**src/rtl/pipeline_hazard_controller.sv**
```systemverilog
// Hazard sequencer for the 5-stage PA-RISC pipeline: tracks in-flight destinations, forwards,
// stalls on load-use and squashes after taken branches, with saturating stall/flush counters.
module pipeline_hazard_controller #(
  parameter int FLUSH_CYCLES = 1,
  parameter int CNT_W        = 16
) (
  input  logic             clk,
  input  logic             rst,
  input  logic [4:0]       id_ra,
  input  logic [4:0]       id_rb,
  input  logic             id_ra_use,
  input  logic             id_rb_use,
  input  logic [4:0]       id_rd,
  input  logic             id_rf_le,
  input  logic             id_l,
  input  logic             br_taken,
  output logic             pc_le,
  output logic             ifid_le,
  output logic             nop_s,
  output logic             ta_s,
  output logic [1:0]       a_s,
  output logic [1:0]       b_s,
  output logic [CNT_W-1:0] stall_cnt,
  output logic [CNT_W-1:0] flush_cnt
);

  // Remaining squash cycles after the branch cycle itself; never exceeds FLUSH_CYCLES-1.
  localparam int FC_W = (FLUSH_CYCLES > 1) ? $clog2(FLUSH_CYCLES) : 1;
  localparam logic [FC_W-1:0] FLUSH_RELOAD = FC_W'(FLUSH_CYCLES - 1);

  typedef struct packed {
    logic [4:0] rd;
    logic       we;
    logic       ld;
  } slot_t;

  typedef enum logic {RUN, FLUSH} state_t;

  state_t          state, state_nxt;
  logic [FC_W-1:0] flush_left, flush_left_nxt;
  slot_t           ex_slot, mem_slot, wb_slot;
  logic            stall_inc, flush_inc;
  logic            load_use;

  function automatic logic slot_hit(input slot_t s, input logic [4:0] src, input logic src_use);
    return s.we && (s.rd != 5'd0) && (s.rd == src) && src_use;
  endfunction

  function automatic logic [1:0] fwd_sel(input slot_t ex, input slot_t mem, input slot_t wb,
                                         input logic [4:0] src, input logic src_use);
    if (slot_hit(ex, src, src_use))       return 2'b01;
    else if (slot_hit(mem, src, src_use)) return 2'b10;
    else if (slot_hit(wb, src, src_use))  return 2'b11;
    else                                  return 2'b00;
  endfunction

  assign a_s = fwd_sel(ex_slot, mem_slot, wb_slot, id_ra, id_ra_use);
  assign b_s = fwd_sel(ex_slot, mem_slot, wb_slot, id_rb, id_rb_use);

  // The load result only exists once the load reaches MEM, so a consumer right behind it must wait.
  assign load_use = ex_slot.ld &&
                    (slot_hit(ex_slot, id_ra, id_ra_use) || slot_hit(ex_slot, id_rb, id_rb_use));

  // NOTE: every output of a combinational block gets a default first so no path leaves it
  // unassigned; otherwise synthesis infers a latch to remember the old value.
  always_comb begin
    state_nxt      = state;
    flush_left_nxt = flush_left;
    pc_le          = 1'b1;
    ifid_le        = 1'b1;
    nop_s          = 1'b0;
    ta_s           = 1'b0;
    stall_inc      = 1'b0;
    flush_inc      = 1'b0;
    unique case (state)
      RUN: begin
        if (br_taken) begin
          ta_s      = 1'b1;
          nop_s     = 1'b1;
          flush_inc = 1'b1;
          if (FLUSH_CYCLES > 1) begin
            state_nxt      = FLUSH;
            flush_left_nxt = FLUSH_RELOAD;
          end
        end else if (load_use) begin
          pc_le     = 1'b0;
          ifid_le   = 1'b0;
          nop_s     = 1'b1;
          stall_inc = 1'b1;
        end
      end
      FLUSH: begin
        // EX holds only bubbles here, so neither a branch nor a load-use can be live.
        nop_s          = 1'b1;
        flush_inc      = 1'b1;
        flush_left_nxt = flush_left - FC_W'(1);
        if (flush_left == FC_W'(1)) state_nxt = RUN;
      end
      default: state_nxt = RUN;
    endcase
  end

  // NOTE: sequential state uses non-blocking assignments so every register samples the
  // pre-edge value of the others, exactly like the hardware flops.
  always_ff @(posedge clk) begin
    if (rst) begin
      state      <= RUN;
      flush_left <= '0;
      ex_slot    <= '0;
      mem_slot   <= '0;
      wb_slot    <= '0;
      stall_cnt  <= '0;
      flush_cnt  <= '0;
    end else begin
      state      <= state_nxt;
      flush_left <= flush_left_nxt;
      wb_slot    <= mem_slot;
      mem_slot   <= ex_slot;
      ex_slot    <= nop_s ? slot_t'('0) : slot_t'{rd: id_rd, we: id_rf_le, ld: id_l};
      if (stall_inc && (stall_cnt != '1)) stall_cnt <= stall_cnt + CNT_W'(1);
      if (flush_inc && (flush_cnt != '1)) flush_cnt <= flush_cnt + CNT_W'(1);
    end
  end

endmodule
```
**config.mk**
```make
export PLATFORM = sky130hd
export DESIGN_NAME = pipeline_hazard_controller
export DESIGN_NICKNAME = d
export VERILOG_FILES = /design/src/rtl/pipeline_hazard_controller.sv
export SDC_FILE = /design/constraint.sdc
export NUM_CORES = 1
export LEC_CHECK = 0
export BUFFER_PORTS_ARGS = -buffer_cell sky130_fd_sc_hd__buf_2
export CELL_PAD_IN_SITES_DETAIL_PLACEMENT = 0
export CELL_PAD_IN_SITES_GLOBAL_PLACEMENT = 1
export CORE_MARGIN = 2
export CORE_UTILIZATION = 40
export DETAILED_ROUTE_END_ITERATION = 8
export PLACE_DENSITY_LB_ADDON = 0.1
export REMOVE_ABC_BUFFERS = 1
export SLEW_MARGIN = 20
export SYNTH_ARGS = -nofsm -noshare
export SYNTH_HDL_FRONTEND = slang
export SYNTH_SLANG_ARGS = --single-unit
```
**constraint.sdc**
```tcl
create_clock -name clk -period 2.3 [get_ports clk]
set_input_delay 0.115 -clock clk [delete_from_list [all_inputs] [get_ports clk]]
set_output_delay 0.115 -clock clk [all_outputs]
set_load 0.1 [all_outputs]
```
* After elaboration in Yosys (flattened, before gate mapping)
Cells that the tools add are included.
** Cells by class
- Reductions and logical operators :: 24
- Add/sub/neg operators :: 3
- Mux-type cells :: 18
- Bitwise gates (word level) :: 1
- Equal/unequal tests :: 8
** Operators by type and width (number)
- $add A16 B1 Y16 const B :: 2
- $ne A16 B16 Y1 const B :: 2
- $eq A5 B5 Y1 :: 6
- $logic_and A1 B1 Y1 :: 18
- $reduce_bool A5 Y1 :: 3
- $mux W2 :: 6
- $mux W1 :: 10
- $pmux W1 S2 :: 2
- $reduce_or A2 Y1 :: 2
- $logic_or A1 B1 Y1 :: 1
- $not A1 Y1 :: 1
- $sub A1 B1 Y1 const B :: 1
** Word-level totals
- Register bits :: 53

* Longest topological paths before layout
Gate-level depths: netlist of the first run.
- Depth after elaboration :: 10
- Depth in mapped cells :: 8

* Worst setup path before layout of the first run
No wires, ideal clock.
- Path kind :: register -> output
- Start point :: reg ex_slot[2] (netlist bit)
- End point :: out nop_s
- Arrival time :: 3.203 ns
- Setup slack :: -1.018 ns
- Path buffers :: 0
- Required time :: 2.185 ns
- Stages on the path, launching flop included :: 6
- Cell sequence :: dfxtp_1 > xor2_1 > nor4_2 > and3_4 > nor2_2 > o21ai_0
** Between the ends
- Word-level cells in the longest chain between the ends :: 9
- Elaborated cells on any way between the ends :: 13
** Ends and longest elaborated chain
- from (decl) :: RTL line 41 : slot_t ex_slot, mem_slot, wb_slot;
- from (signal assigned) :: RTL line 119 : ex_slot <= nop_s ? slot_t'('0) : slot_t'{rd: id_rd, we: id_rf_le, ld: id_l};
- $reduce_bool A5 Y1 :: RTL line 46 : return s.we && (s.rd != 5'd0) && (s.rd == src) && src_use;
- $logic_and A1 B1 Y1 (3 in a row) :: RTL line 46
- $logic_or A1 B1 Y1 * :: RTL line 62 : (slot_hit(ex_slot, id_ra, id_ra_use) || slot_hit(ex_slot, id_rb, id_rb_use));
- $logic_and A1 B1 Y1 * :: RTL line 61 : assign load_use = ex_slot.ld &&
- $mux W1 * :: RTL line 85 : end else if (load_use) begin
- $mux W1 * :: RTL line 77 : if (br_taken) begin
- $pmux W1 S2 * :: RTL line 75 : unique case (state)
- to (decl) :: RTL line 19 : output logic nop_s,
Every way passes the cells marked *; elsewhere a longest branch is shown, timed or not.

* Worst setup path after layout of the first run
- Start point :: reg wb_slot[3] (netlist bit)
- End point :: out b_s[0]
** Between the ends
- Word-level cells in the longest chain between the ends :: 7
- Elaborated cells on any way between the ends :: 8
** Ends and longest elaborated chain
- from (decl) :: RTL line 41
- from (signal assigned) :: RTL line 117 : wb_slot <= mem_slot;
- $reduce_bool A5 Y1 :: RTL line 46
- $logic_and A1 B1 Y1 :: RTL line 46
- $logic_and A1 B1 Y1 * (2 in a row) :: RTL line 46
- $mux W2 * :: RTL line 53 : else if (slot_hit(wb, src, src_use)) return 2'b11;
- $mux W2 * :: RTL line 52 : else if (slot_hit(mem, src, src_use)) return 2'b10;
- $mux W2 * :: RTL line 51 : if (slot_hit(ex, src, src_use)) return 2'b01;
- to (decl) :: RTL line 22 : output logic [1:0] b_s,
Marks and branches as above.

==> flow_metrics.tcl, run 1 <==
set metrics [dict create \
    p_leak_uw 0.00144 \
    synth_seq_area_share_pct 40.6 \
    syn_inst 292 \
    power_switching_uw 430 \
    synth_compound_area_share_pct 7.95 \
    slew_headroom_pct 54.2 \
    path_max_fanout 4 \
    die_h_um 84.8 \
    final_layout_size_suffix_gt1_share_pct 24.3 \
    avgSynthCellArea_um2 8.94 \
    grt_start_max_net_pins 38 \
    synthesis.area_um2 2610 \
    slew_violations 0 \
    cts.sinks 53 \
    max_slew.worst_pin.slew_ps 686 \
    r2r_slack_ps 140 \
    async_flop_share_pct 0 \
    critPathLaunchType "flop" \
    yosysWarnings 0 \
    cap_violations 0 \
    yosys-top-cells-count "dfxtp_1 (53), xor2_1 (36), nor2_1 (33), nor2b_1 (22), nand3_1 (20)" \
    die_x_um 84.8 \
    swShare_pct 24.2 \
    synth_top_area_share_pct 40.6 \
    drtIter0Drc 116 \
    grtUsageTotal_pct 17.3 \
    ioPinCount 62 \
    gp_congestion 0.835 \
    yosysMostFrequentCell "dfxtp_1" \
    synth_flop_cell "dfxtp_1" \
    synth_simple_gate_area_share_pct 30.8 \
    layout.nets 390 \
    antenna_left 0 \
    die_area_um2 7190 \
    muxShareOfSynthArea_pct 2.40 \
    grt_overflow_total 0 \
    status "complete, no violations" \
    skew_ps 4.59 \
    rsz0062_at_grt "yes" \
    synth_edf_count 0 \
    dr.pass1.iters 4 \
    fin_util_pct 52.0 \
    power.density_nw_per_um2 541 \
    cts-root-buf "clkbuf_8" \
    syn2layout_area_growth_pct 25.7 \
    cellInternalPower_uw 1350 \
    cts.path.max_buffers 2 \
    cts_buffers 5 \
    start_util_pct 41.4 \
    irDropWorstVdd_v 0.000246 \
    synth_top_cells_by_area "dfxtp_1 (41%), xor2_1 (12%), nor2b_1 (5.3%), nor2_1 (4.7%), xnor2_1 (4.0%)" \
    crit_arrival_ps 2080 \
    seq_power_share_pct 53.2 \
    portBuffers 61 \
    cts_tree "done" \
    grt_pass1_wl_um 10100 \
    clkTransAtPathRegs_ps 100 \
    synthXorXnorAreaFrac_pct 16.1 \
    antenna_found_initial 0 \
    via_per_inst 5.15 \
    hold_class "input pin to flop" \
    std_cell_rows 29 \
    period_share_pct 95.5 \
    p_clk_share_pct 37.1 \
    h-tree-depth 2 \
    drc 0 \
    criticalPathCategory "flop to output pin" \
    core_um2 6310 \
    grt_pass1_vias 2128 \
    hpwl_um 4640 \
    final_area_um2 3280 \
    pwr-share-comb_pct 9.7 \
    wl_um 6210 \
    vias 2288 \
    total_power_uw 1780 \
    ys_ff_latch 53 \
    min_period_ps 2200 \
    synth_fa_ha_area_share_pct 0.958 \
    setup_viol 0 \
    placedInstanceArea_um2 3110 \
    fin_hold_ws_ps 8.55 \
    antenna_cells 0 \
    clock_latency_ps 300 \
    max_freq_ghz 0.455 \
    cp.required_ps 2180 \
    synth_top_family_by_area "simple AND/OR/NAND/NOR gates" \
    yosysTopAreaCell "dfxtp_1" \
    synth.distinct_cells 42 \
    finalHoldViolCount 0 \
    worst_setup_path_end_kind "output pin" \
    wire_per_inst_um 14.0 \
]
[placed cells by master, fill, tap and decap left out, types with 2 or more instances in the layout]
master / Yosys / final
mux2_1: 2 / 2
nor2b_1: 22 / 22
nor4_1: 4 / 4
buf_2: 1 / 54
nand3_1: 20 / 20
a21oi_1: 4 / 3
buf_4: 1 / 11
dlygate4sd3_1: 0 / 3
or4_1: 9 / 9
clkbuf_4: 0 / 2
dfxtp_1: 53 / 53
and2_1: 7 / 7
o21ai_0: 10 / 10
a21o_1: 2 / 2
mux2i_1: 4 / 4
ha_1: 2 / 2
nor3_1: 6 / 6
o211ai_1: 3 / 3
nor2_1: 33 / 33
nand4_1: 7 / 7
nand2_1: 16 / 16
buf_12: 0 / 4
xnor2_1: 12 / 12
o21a_1: 2 / 2
and4_1: 4 / 4
xor2_1: 36 / 36
clkbuf_8: 0 / 6
and3_1: 7 / 7
nor4_2: 3 / 3
[metal layers]
metal / GRT usage [%] / up-vias / routed length, um
li1: - / 1175 / -
met1: 23.6 / 1052 / 3050
met2: 27.8 / 51 / 2820
met3: 3.54 / 10 / 239
met4: 4.76 / 0 / 98
met5: 0 / - / 0
[sequential cells by signal, summed over array words and instances, names as in the netlist]
signal      cells
flush_cnt      16
flush_left      1
ex_slot         7
mem_slot        6
stall_cnt      16
wb_slot         6
state           1
[logic make-up (layout without fill, tap and decap cells)]
logic type,after synthesis,in the layout
AOI/OAI and AO/OA,31,31
xor gates and xnor gates,48,48
adders and majority gates,2,2
buffers and inverters,7,82
DFF,53,53
muxes,6,6
and+or+nand+nor,145,145
[worst max-delay path, cell delays in order (launching register included)]
cell,delay (ps)
dfxtp_1,350
or4_1,540
o21ai_0,350
nor2_1,100
a21o_1,170
clkbuf_4,270
[path summary, 6_finish.rpt]
check                                endpoint  depth (start not counted)        from
worst max-delay path                   b_s[0]                          5  wb_slot[3]
worst max register to register  stall_cnt[13]                          6  ex_slot[2]
worst min-delay path               ex_slot[6]                          2    id_rd[4]
worst min register to register          state                          1  flush_left
[timing repair]
item / in CTS / in global routing
setup endpoints to repair: 2 / 13
gates cloned: 0 / 0
pin swaps: 0 / 1
resized for setup: 1 / 5
buffers inserted: 0 / 1
hold endpoints to repair: 3 / 0
hold buffers: 3 / 0
[through the flow]
stage                     TNS, ps  std cells  setup WS [ps]
after floorplan             -4790        285          -1020
after global placement          0        432            190
after detailed placement        0        432            122
after CTS                       0        443           42.1
after global routing        -90.4        444          -28.3
final                           0        444            103
[cell type report]
cell class,count,area (um2)
fill,640,3030
multi-input combinational,232,1530
sequential,53,1060
clock buffer,6,82.6
tap,77,96.3
clock inverter,2,37.5
timing repair buffer,74,478
[power by group through the flow]
stage          Sequential [uW]  Combinational [uW]  Clock [uW]
2_1_floorplan              990                74.3           0
3_3_place_gp               965                 168           0
3_5_place_dp               966                 168           0
4_1_cts                    945                 173         685
5_1_grt                    948                 186         723
6_report                   945                 172         659
No activity file was read; power rests on OpenSTA's default activity.
==> run 2, diff against run 1 <==
--- a/config.mk
+++ b/config.mk
@@ -11,7 +11,7 @@
 export CORE_MARGIN = 2
 export CORE_UTILIZATION = 40
 export DETAILED_ROUTE_END_ITERATION = 8
-export PLACE_DENSITY_LB_ADDON = 0.1
+export PLACE_DENSITY = 0.79
 export REMOVE_ABC_BUFFERS = 1
 export SLEW_MARGIN = 20
 export SYNTH_ARGS = -nofsm -noshare
==> run 2 against run 1 <==
  * Fmax is 0.30% lower
  * Design area is 0.99% higher
  * Worst setup slack worse by 6.5 ps
  * Sequential power hardly changed
  * Via count is 0.83% higher
  * Sequential share of layout area is 0.28 points lower
  * Non-clock buffer count is 4 higher
  * Wire length is 1.4% lower
  * Final cell count is 0.90% higher
  * Clock power is 19% lower
  * Core utilization is 0.52 points higher
  * Critical path type is now flop to flop
  * Highest routed layer unchanged
==> flow_metrics.tcl, run 2 (synthesized netlist as in run 1, its figures left out) <==
set metrics [dict create \
    min_period_ps 2200 \
    std_cell_rows 29 \
    path_max_fanout 5 \
    finalSetupTns_ps 0 \
    vias 2307 \
    cts_tree "done" \
    hpwl_um 4450 \
    cts_buffers 5 \
    cts-root-buf "clkbuf_8" \
    fin_util_pct 52.5 \
    antenna_cells 0 \
    critPathLaunchType "flop" \
    whs_path_depth 2 \
    slew_violations 0 \
    place_inst 432 \
    die_area_um2 7190 \
    final_layout_size_suffix_gt1_share_pct 25.1 \
    final_common_cell "buf_2" \
    wire_per_inst_um 13.7 \
    grtUsageTotal_pct 17.1 \
    grt_start_max_net_pins 54 \
    drc 0 \
    cts.path.max_buffers 2 \
    instances_no_fill 448 \
    top_regs "flush_cnt: 16 flops, stall_cnt: 16 flops, ex_slot: 7 flops" \
    criticalPathCategory "flop to flop" \
    cts.sinks 53 \
    via_per_inst 5.15 \
    setup_viol 0 \
    final_cell_mix "buf_2 (54), dfxtp_1 (52), xor2_1 (36)" \
    status "complete, no violations" \
    rsz0062_at_grt "no" \
    antenna_found_initial 0 \
    skew_ps 12.1 \
    portBuffers 61 \
    grt_pass1_vias 2154 \
    total_power_uw 1660 \
    core_um2 6310 \
    clkTransAtPathRegs_ps 100 \
    drtIter0Drc 119 \
    finalHoldViolCount 0 \
    max_slew.worst_pin.slew_ps 960 \
    cp.required_ps 2500 \
    layout.nets 394 \
    ioPinCount 62 \
    p_leak_uw 0.00145 \
    start_util_pct 41.4 \
    ff2ff_path_depth 6 \
    grt_overflow_total 0 \
    wl_um 6130 \
    die_h_um 84.8 \
    die_x_um 84.8 \
    grt_pass1_wl_um 10100 \
    slew_headroom_pct 36.0 \
    period_share_pct 95.8 \
    max_freq_ghz 0.454 \
    antenna_left 0 \
    power.density_nw_per_um2 499 \
    worst_setup_path_end_kind "flop" \
    clock_latency_ps 310 \
    crit_arrival_ps 2410 \
    hold_class "input pin to flop" \
    irDropWorstVdd_v 0.000286 \
    r2r_slack_ps 100 \
    gp_congestion 0.778 \
    syn2layout_area_growth_pct 27.0 \
    h-tree-depth 2 \
    cap_violations 0 \
    dr.pass1.iters 4 \
]
[run 2: area by class of cell]
cell class                 instances  area (um2)
sequential                        53        1060
clock inverter                     3        22.5
timing repair buffer              78         522
tap                               77        96.3
fill                             601        3000
clock buffer                       5        68.8
multi-input combinational        232        1540
[run 2: worst paths after layout]
path / startpoint / endpoint
min: id_rd[1] / ex_slot[3]
max: ex_slot[3] / stall_cnt[11]
min reg2reg: flush_left / state
max reg2reg: ex_slot[3] / stall_cnt[11]
[run 2: timing repair]
| action | CTS | global route |
|---|---|---|
| endpoints found under the hold margin | 5 | 1 |
| gates resized for setup | 2 | 11 |
| buffers inserted | 0 | 2 |
| pin swaps | 0 | 1 |
| endpoints found under the setup margin | 3 | 11 |
| hold buffers | 5 | 1 |
[run 2: metrics by stage]
stage / worst slack, ps / area (um2) / hold WS, ps
finish: 96.2 / 3320 / 17.5
detailed placement: 112 / 3110 / 316
floorplan: -1020 / 2580 / 184
CTS: 34.7 / 3260 / 1.81
global placement: 173 / 3110 / 316
global route: 13.4 / 3320 / 12.3
[run 2: critical path, stage by stage, from the launching register on]
cell and delay, ps:
dfxtp_1 350, xor2_1 180, nor4_2 340, and3_2 310, nor2_2 60, or4b_1 540
mux2_1 320
[run 2: report_power, final]
group	internal, uW	switching, uW
Clock	217	318
Combinational	63.7	112
Sequential	931	14.2
Total	1210	445
[run 2: per-layer routing]
layer	vias to the layer above	routed length [um]	GRT usage (%)	share of wire, %
met5	-	0	0	0
met1	1072	2920	23.6	48
met4	0	49	5.19	0.80
met2	45	2910	27.6	47
met3	4	250	2.95	4.1
li1	1186	-	-	-
